`config.mk`:
```
export PLATFORM = sky130hd
export DESIGN_NAME = top6_select_ctrl
export DESIGN_NICKNAME = d
export VERILOG_FILES = /design/src/rtl/top6_select_ctrl.sv
export SDC_FILE = /design/constraint.sdc
export NUM_CORES = 1
export LEC_CHECK = 0
export CAP_MARGIN = 40
export CORE_ASPECT_RATIO = 1.25
export CORE_MARGIN = 10
export CORE_UTILIZATION = 54
export CTS_CLUSTER_DIAMETER = 80
export DETAILED_ROUTE_END_ITERATION = 8
export PLACE_DENSITY = 0.7
export SKIP_LAST_GASP = 1
export SLEW_MARGIN = 20
export SYNTH_ARGS = -nofsm -noshare
export SYNTH_HDL_FRONTEND = slang
export SYNTH_SLANG_ARGS = --single-unit
```
`constraint.sdc`:
```
create_clock -name clk -period 7.8 [get_ports clk]
set_clock_uncertainty 0.05 [all_clocks]
set_input_delay 1.56 -clock clk [delete_from_list [all_inputs] [get_ports clk]]
set_output_delay 1.56 -clock clk [all_outputs]
set_load 0.05 [all_outputs]
```
`src/rtl/top6_select_ctrl.sv`:
```
// Top-K selector: buffers a burst of signed samples, then runs one serial
// max-search pass per result and emits the K largest, largest-first, with arrival index.
module top6_select_ctrl #(
  parameter int N  = 32,
  parameter int K  = 6,
  parameter int DW = 8
) (
  input  logic          clk,
  input  logic          rst,
  input  logic          in_valid,
  output logic          in_ready,
  input  logic [DW-1:0] in_data,
  input  logic          in_last,
  output logic          out_valid,
  input  logic          out_ready,
  output logic [DW+4:0] out_data,
  output logic          out_last,
  output logic          busy
);

  localparam int          IW       = 5;
  localparam logic [5:0]  CNT_LAST = 6'(N - 1);
  localparam logic [5:0]  K_C      = 6'(K);

  typedef enum logic [1:0] {S_LOAD, S_SCAN, S_EMIT} state_t;

  state_t                 r_state;
  logic signed [DW-1:0]   r_buf [N];
  logic [N-1:0]           r_used;
  logic [5:0]             r_cnt;
  logic [IW-1:0]          r_ptr;
  logic [2:0]             r_pass;
  logic                   r_have;
  logic signed [DW-1:0]   r_best_val;
  logic [IW-1:0]          r_best_idx;
  logic                   r_out_valid;
  logic [DW+4:0]          r_out_data;
  logic                   r_out_last;
  logic                   r_busy;

  logic signed [DW-1:0]   w_entry;
  logic                   w_take;
  logic signed [DW-1:0]   w_best_val;
  logic [IW-1:0]          w_best_idx;
  logic [5:0]             w_npass;
  logic                   w_scan_done;

  // NOTE: every always_comb output gets a default first so no path can infer a latch.
  always_comb begin
    w_entry     = r_buf[r_ptr];
    w_take      = 1'b0;
    w_best_val  = r_best_val;
    w_best_idx  = r_best_idx;
    w_npass     = (r_cnt < K_C) ? r_cnt : K_C;
    w_scan_done = ({1'b0, r_ptr} == (r_cnt - 6'd1));
    // Strict greater-than keeps the earlier (lower) index on ties.
    if (!r_used[r_ptr] && (!r_have || (r_best_val < w_entry))) begin
      w_take     = 1'b1;
      w_best_val = w_entry;
      w_best_idx = r_ptr;
    end
  end

  // NOTE: sequential state uses non-blocking assignments only, so every register
  // samples the pre-edge values regardless of statement order.
  always_ff @(posedge clk) begin
    if (rst) begin
      r_state     <= S_LOAD;
      // NOTE: the sample buffer is cleared along with the control state so the
      // whole block comes out of reset in a known condition.
      r_buf       <= '{default: '0};
      r_used      <= '0;
      r_cnt       <= '0;
      r_ptr       <= '0;
      r_pass      <= '0;
      r_have      <= 1'b0;
      r_best_val  <= '0;
      r_best_idx  <= '0;
      r_out_valid <= 1'b0;
      r_out_data  <= '0;
      r_out_last  <= 1'b0;
      r_busy      <= 1'b0;
    end else begin
      unique case (r_state)
        S_LOAD: begin
          if (in_valid) begin
            r_buf[r_cnt[IW-1:0]] <= in_data;
            r_cnt                <= r_cnt + 6'd1;
            if (in_last || (r_cnt == CNT_LAST)) begin
              r_state <= S_SCAN;
              r_busy  <= 1'b1;
              r_ptr   <= '0;
              r_have  <= 1'b0;
            end
          end
        end
        S_SCAN: begin
          r_best_val <= w_best_val;
          r_best_idx <= w_best_idx;
          r_have     <= r_have | w_take;
          r_ptr      <= r_ptr + 5'd1;
          if (w_scan_done) begin
            r_state     <= S_EMIT;
            r_ptr       <= '0;
            r_have      <= 1'b0;
            r_out_valid <= 1'b1;
            r_out_data  <= {w_best_val, w_best_idx};
            r_out_last  <= ((6'(r_pass) + 6'd1) == w_npass);
          end
        end
        S_EMIT: begin
          if (out_ready) begin
            r_out_valid <= 1'b0;
            r_out_last  <= 1'b0;
            if (r_out_last) begin
              r_state <= S_LOAD;
              r_busy  <= 1'b0;
              r_used  <= '0;
              r_cnt   <= '0;
              r_pass  <= '0;
            end else begin
              r_state                    <= S_SCAN;
              r_used[r_out_data[IW-1:0]] <= 1'b1;
              r_pass                     <= r_pass + 3'd1;
            end
          end
        end
        default: r_state <= S_LOAD;
      endcase
    end
  end

  assign in_ready  = (r_state == S_LOAD);
  assign out_valid = r_out_valid;
  assign out_data  = r_out_data;
  assign out_last  = r_out_last;
  assign busy      = r_busy;

endmodule

```
==> flow_summary.yaml <==
cts:
  clk_latency_ns: 0.52
  cts.sinks: 334
  clock-root-buffer: "clkbuf_16"
  ctsResizeCount: 0
  cts_made_buffers: 35
  cts_buffer_depth: 3
  clkTransAtPathRegs_ns: 0.06
  htreeDepth: 2
  hold_buffers: 0
  cts_post_setup_buffers_inserted: 0
  cts_tree: "built"
sta:
  drv_slew: 0
  hold_viol: 0
  rsz0062_at_grt: "no"
  min_period_over_period: 0.671
  slew_headroom: 0.482
  setup_violations: 0
  worst_pin_slew_ns: 0.775
  fin_crit_ns: 5.23
  finalSetupTns_ns: 0
  fmax_mhz: 191
power:
  seq_power_share: 0.485
  p_clk_frac: 0.449
  ir_worst_vdd_mv: 0.179
  power.switching_uw: 844
  netSwitchingFraction: 0.236
  leakagePower_nw: 6.29
  p_comb_frac: 0.067
  internal_power_mw: 2.73
  power_density_nw_per_um2: 214
layout:
  synthToLayoutAreaGrowth_pct: 11.0
  nets: 1598
  final_util: 0.608
  drive_gt1_frac: 0.103
  fin_cells: 1941
  antenna_cells: 0
place:
  place_hpwl_um: 24800
  placed_cells_incl_taps: 1882
  globalplace.congestion: 0.872
  numPortBuffers: 29
worst_setup_path:
  crit_chain: "buf_4, mux4_2, mux2i_1, o211ai_1, nor2_1, ha_1, inv_1, a2111oi_0, o21ai_0, nor4_1, o21ai_1, buf_4, nor3_2, buf_4, mux2_1"
  startpoint: "r_ptr[0]"
  path_class: "reg -> reg"
  crit_slowest_cell: "dfxtp_4"
  slowest_delay_ns: 0.69
  crit_arrival_ns: 5.58
  worstReg2RegStart: "r_ptr[0]"
  critPathLaunchType: "register"
  end_kind: "register"
  cpLargestDelayFamily: "multiplexers"
  crit_fanout: 39
  path_common_cell: "buf_4"
  reg2regPathDepth: 15
  cp_num_cells: 15
  path_buf_inv: 4
  cp.required_ns: 8.15
outcome:
  status: "complete, no violations"
yosys:
  synthCells: 1594
  ys_types: 53
  synth-seq-area-share: 0.443
  synth_area_um2: 15100
  synth_common_cells: "dfxtp_1, nor2_1, mux2i_1"
  yosysMostFrequentCell: "dfxtp_1"
  synth_edf_count: 0
  ys_warn_count: 0
  synthTopCellsByArea: "dfxtp_1, mux2i_1, mux4_2"
  synth_top_area_frac: 0.443
  async_reset_ff_frac: 0
  synth_largest_area_cell: "dfxtp_1"
  syn_avg_cell_area_um2: 9.47
  syn_nets: 1621
  ys.flop_type: "dfxtp_1"
  synth-seq-cells: 334
floorplanning:
  die_w_um: 170
  start_util: 0.548
  die_area_um2: 35100
  core_area_um2: 27600
  boundaryPins: 30
  rows: 68
  die_h_um: 207
min_path:
  holdPathStages: 2
  worstHoldPathType: "reg -> reg"
  min_from: "r_buf[242]"
routing:
  drt-initial-drc-count: 1179
  wl_per_cell_um: 20.0
  remaining_drc_errors: 0
  dr.pass1.iters: 7
  final_antenna_net_count: 0
  wirelength_um: 38800
  vias: 11700
  vias_per_cell: 6.01
global_route:
  grt_pass1_vias: 11200
  grt_overflow: 0
  track_usage: 0.215
  grt_antenna_before_repair: 0
  grt_max_degree: 108
  grt_pass1_wl_um: 61200
run:
  maxCapViolCount: 0
## logic make-up (layout without fill, tap and decap cells)
| family | count (synthesis) | after routing | share of synthesized area |
|---|---|---|---|
| AND/OR/NAND/NOR | 535 | 535 | 0.155 |
| flip-flops | 334 | 334 | 0.443 |
| XOR/XNOR | 18 | 18 | 0.0104 |
| AO/OA/AOI/OAI | 257 | 257 | 0.0963 |
| adder cells (fa/ha/maj) | 14 | 14 | 0.0116 |
| buffers and inverters | 141 | 138 | 0.0384 |
| multiplexers | 295 | 295 | 0.245 |
## final timing paths
| check | endpoint | slack, ns |
|---|---|---|
| max | r_best_val[4] | 2.57 |
| min | r_buf[242] | 0.40 |
| max reg2reg | r_best_val[4] | 2.57 |
| min reg2reg | r_buf[242] | 0.40 |
## power by group through the flow
stage               registers, mW  clock network (mW)  logic [mW]
floorplan                    1.76                   0       0.173
global placement             1.78                   0       0.224
detailed placement           1.78                   0       0.233
CTS                          1.74                1.62       0.233
global route                 1.74                1.70       0.255
finish                       1.74                1.61       0.238
## worst register-to-register path, stage by stage (launching register included)
cell       delay, ns
dfxtp_4         0.69
buf_4           0.69
mux4_2          0.64
mux2i_1         0.33
o211ai_1        0.13
nor2_1          0.33
ha_1            0.22
inv_1           0.04
a2111oi_0       0.37
o21ai_0         0.21
nor4_1          0.30
o21ai_1         0.10
buf_4           0.24
nor3_2          0.14
buf_4           0.26
mux2_1          0.35
## state kept, by name, indices dropped and copies added (netlist names)
name / flops
out_last: 1
r_pass: 3
out_data: 13
r_cnt: 6
r_state: 2
r_best_idx: 5
r_ptr: 5
r_buf: 256
r_have: 1
r_best_val: 8
r_used: 32
busy: 1
out_valid: 1
## metrics by stage
stage	instance area, µm²	hold WS [ns]	worst slack (ns)	power (mW)
global placement	15500	0.389	2.77	2.00
global route	16800	0.426	2.09	3.69
floorplan	15100	0.380	3.62	1.93
detailed placement	15600	0.396	2.69	2.01
finish	16800	0.403	2.57	3.58
CTS	16700	0.404	2.65	3.59
## routing by layer
| metal | global-route usage | up-vias | part of all wire |
|---|---|---|---|
| li1 | - | 5534 | - |
| met1 | 0.269 | 5711 | 0.42 |
| met2 | 0.355 | 342 | 0.48 |
| met3 | 0.0354 | 85 | 0.053 |
| met4 | 0.104 | 0 | 0.043 |
| met5 | 0 | - | 0 |
## cell usage in the layout (no fill, tap or decap), types with 3 or more instances in the layout
master           count
mux4_2              58
o21ai_1              3
a211oi_1             8
o21ai_0             61
clkdlybuf4s50_1     28
inv_1               10
o221ai_1             9
nand2_1            116
nor3_1               9
mux2_1               8
clkbuf_16           36
a21oi_1            138
clkinv_2             4
clkbuf_8             7
a22oi_1              7
nor4_1               3
or4_1                7
buf_4               33
o211ai_1            14
nor2b_1             12
nand3b_1            19
nand4_1              3
ha_1                14
buf_2                3
mux2i_1            222
xnor2_1             12
and3_1               7
xor2_1               6
a21o_1               4
nand3_1             53
and2_1               3
clkbuf_1             8
mux2_2               7
nor2_1             273
nand2b_1            15
dfxtp_1            331
nor3b_1              6
## layout make-up
cell class              instances  area, µm²
repair buffers                 70        663
flip-flops and latches        334       6700
inverters                      11       41.3
multi-input cells            1119       7840
well taps                     350        438
clock inverters                 7       75.1
clock buffers                  50       1010
fillers                      2362      10800
(Power assumes the default switching activity.)
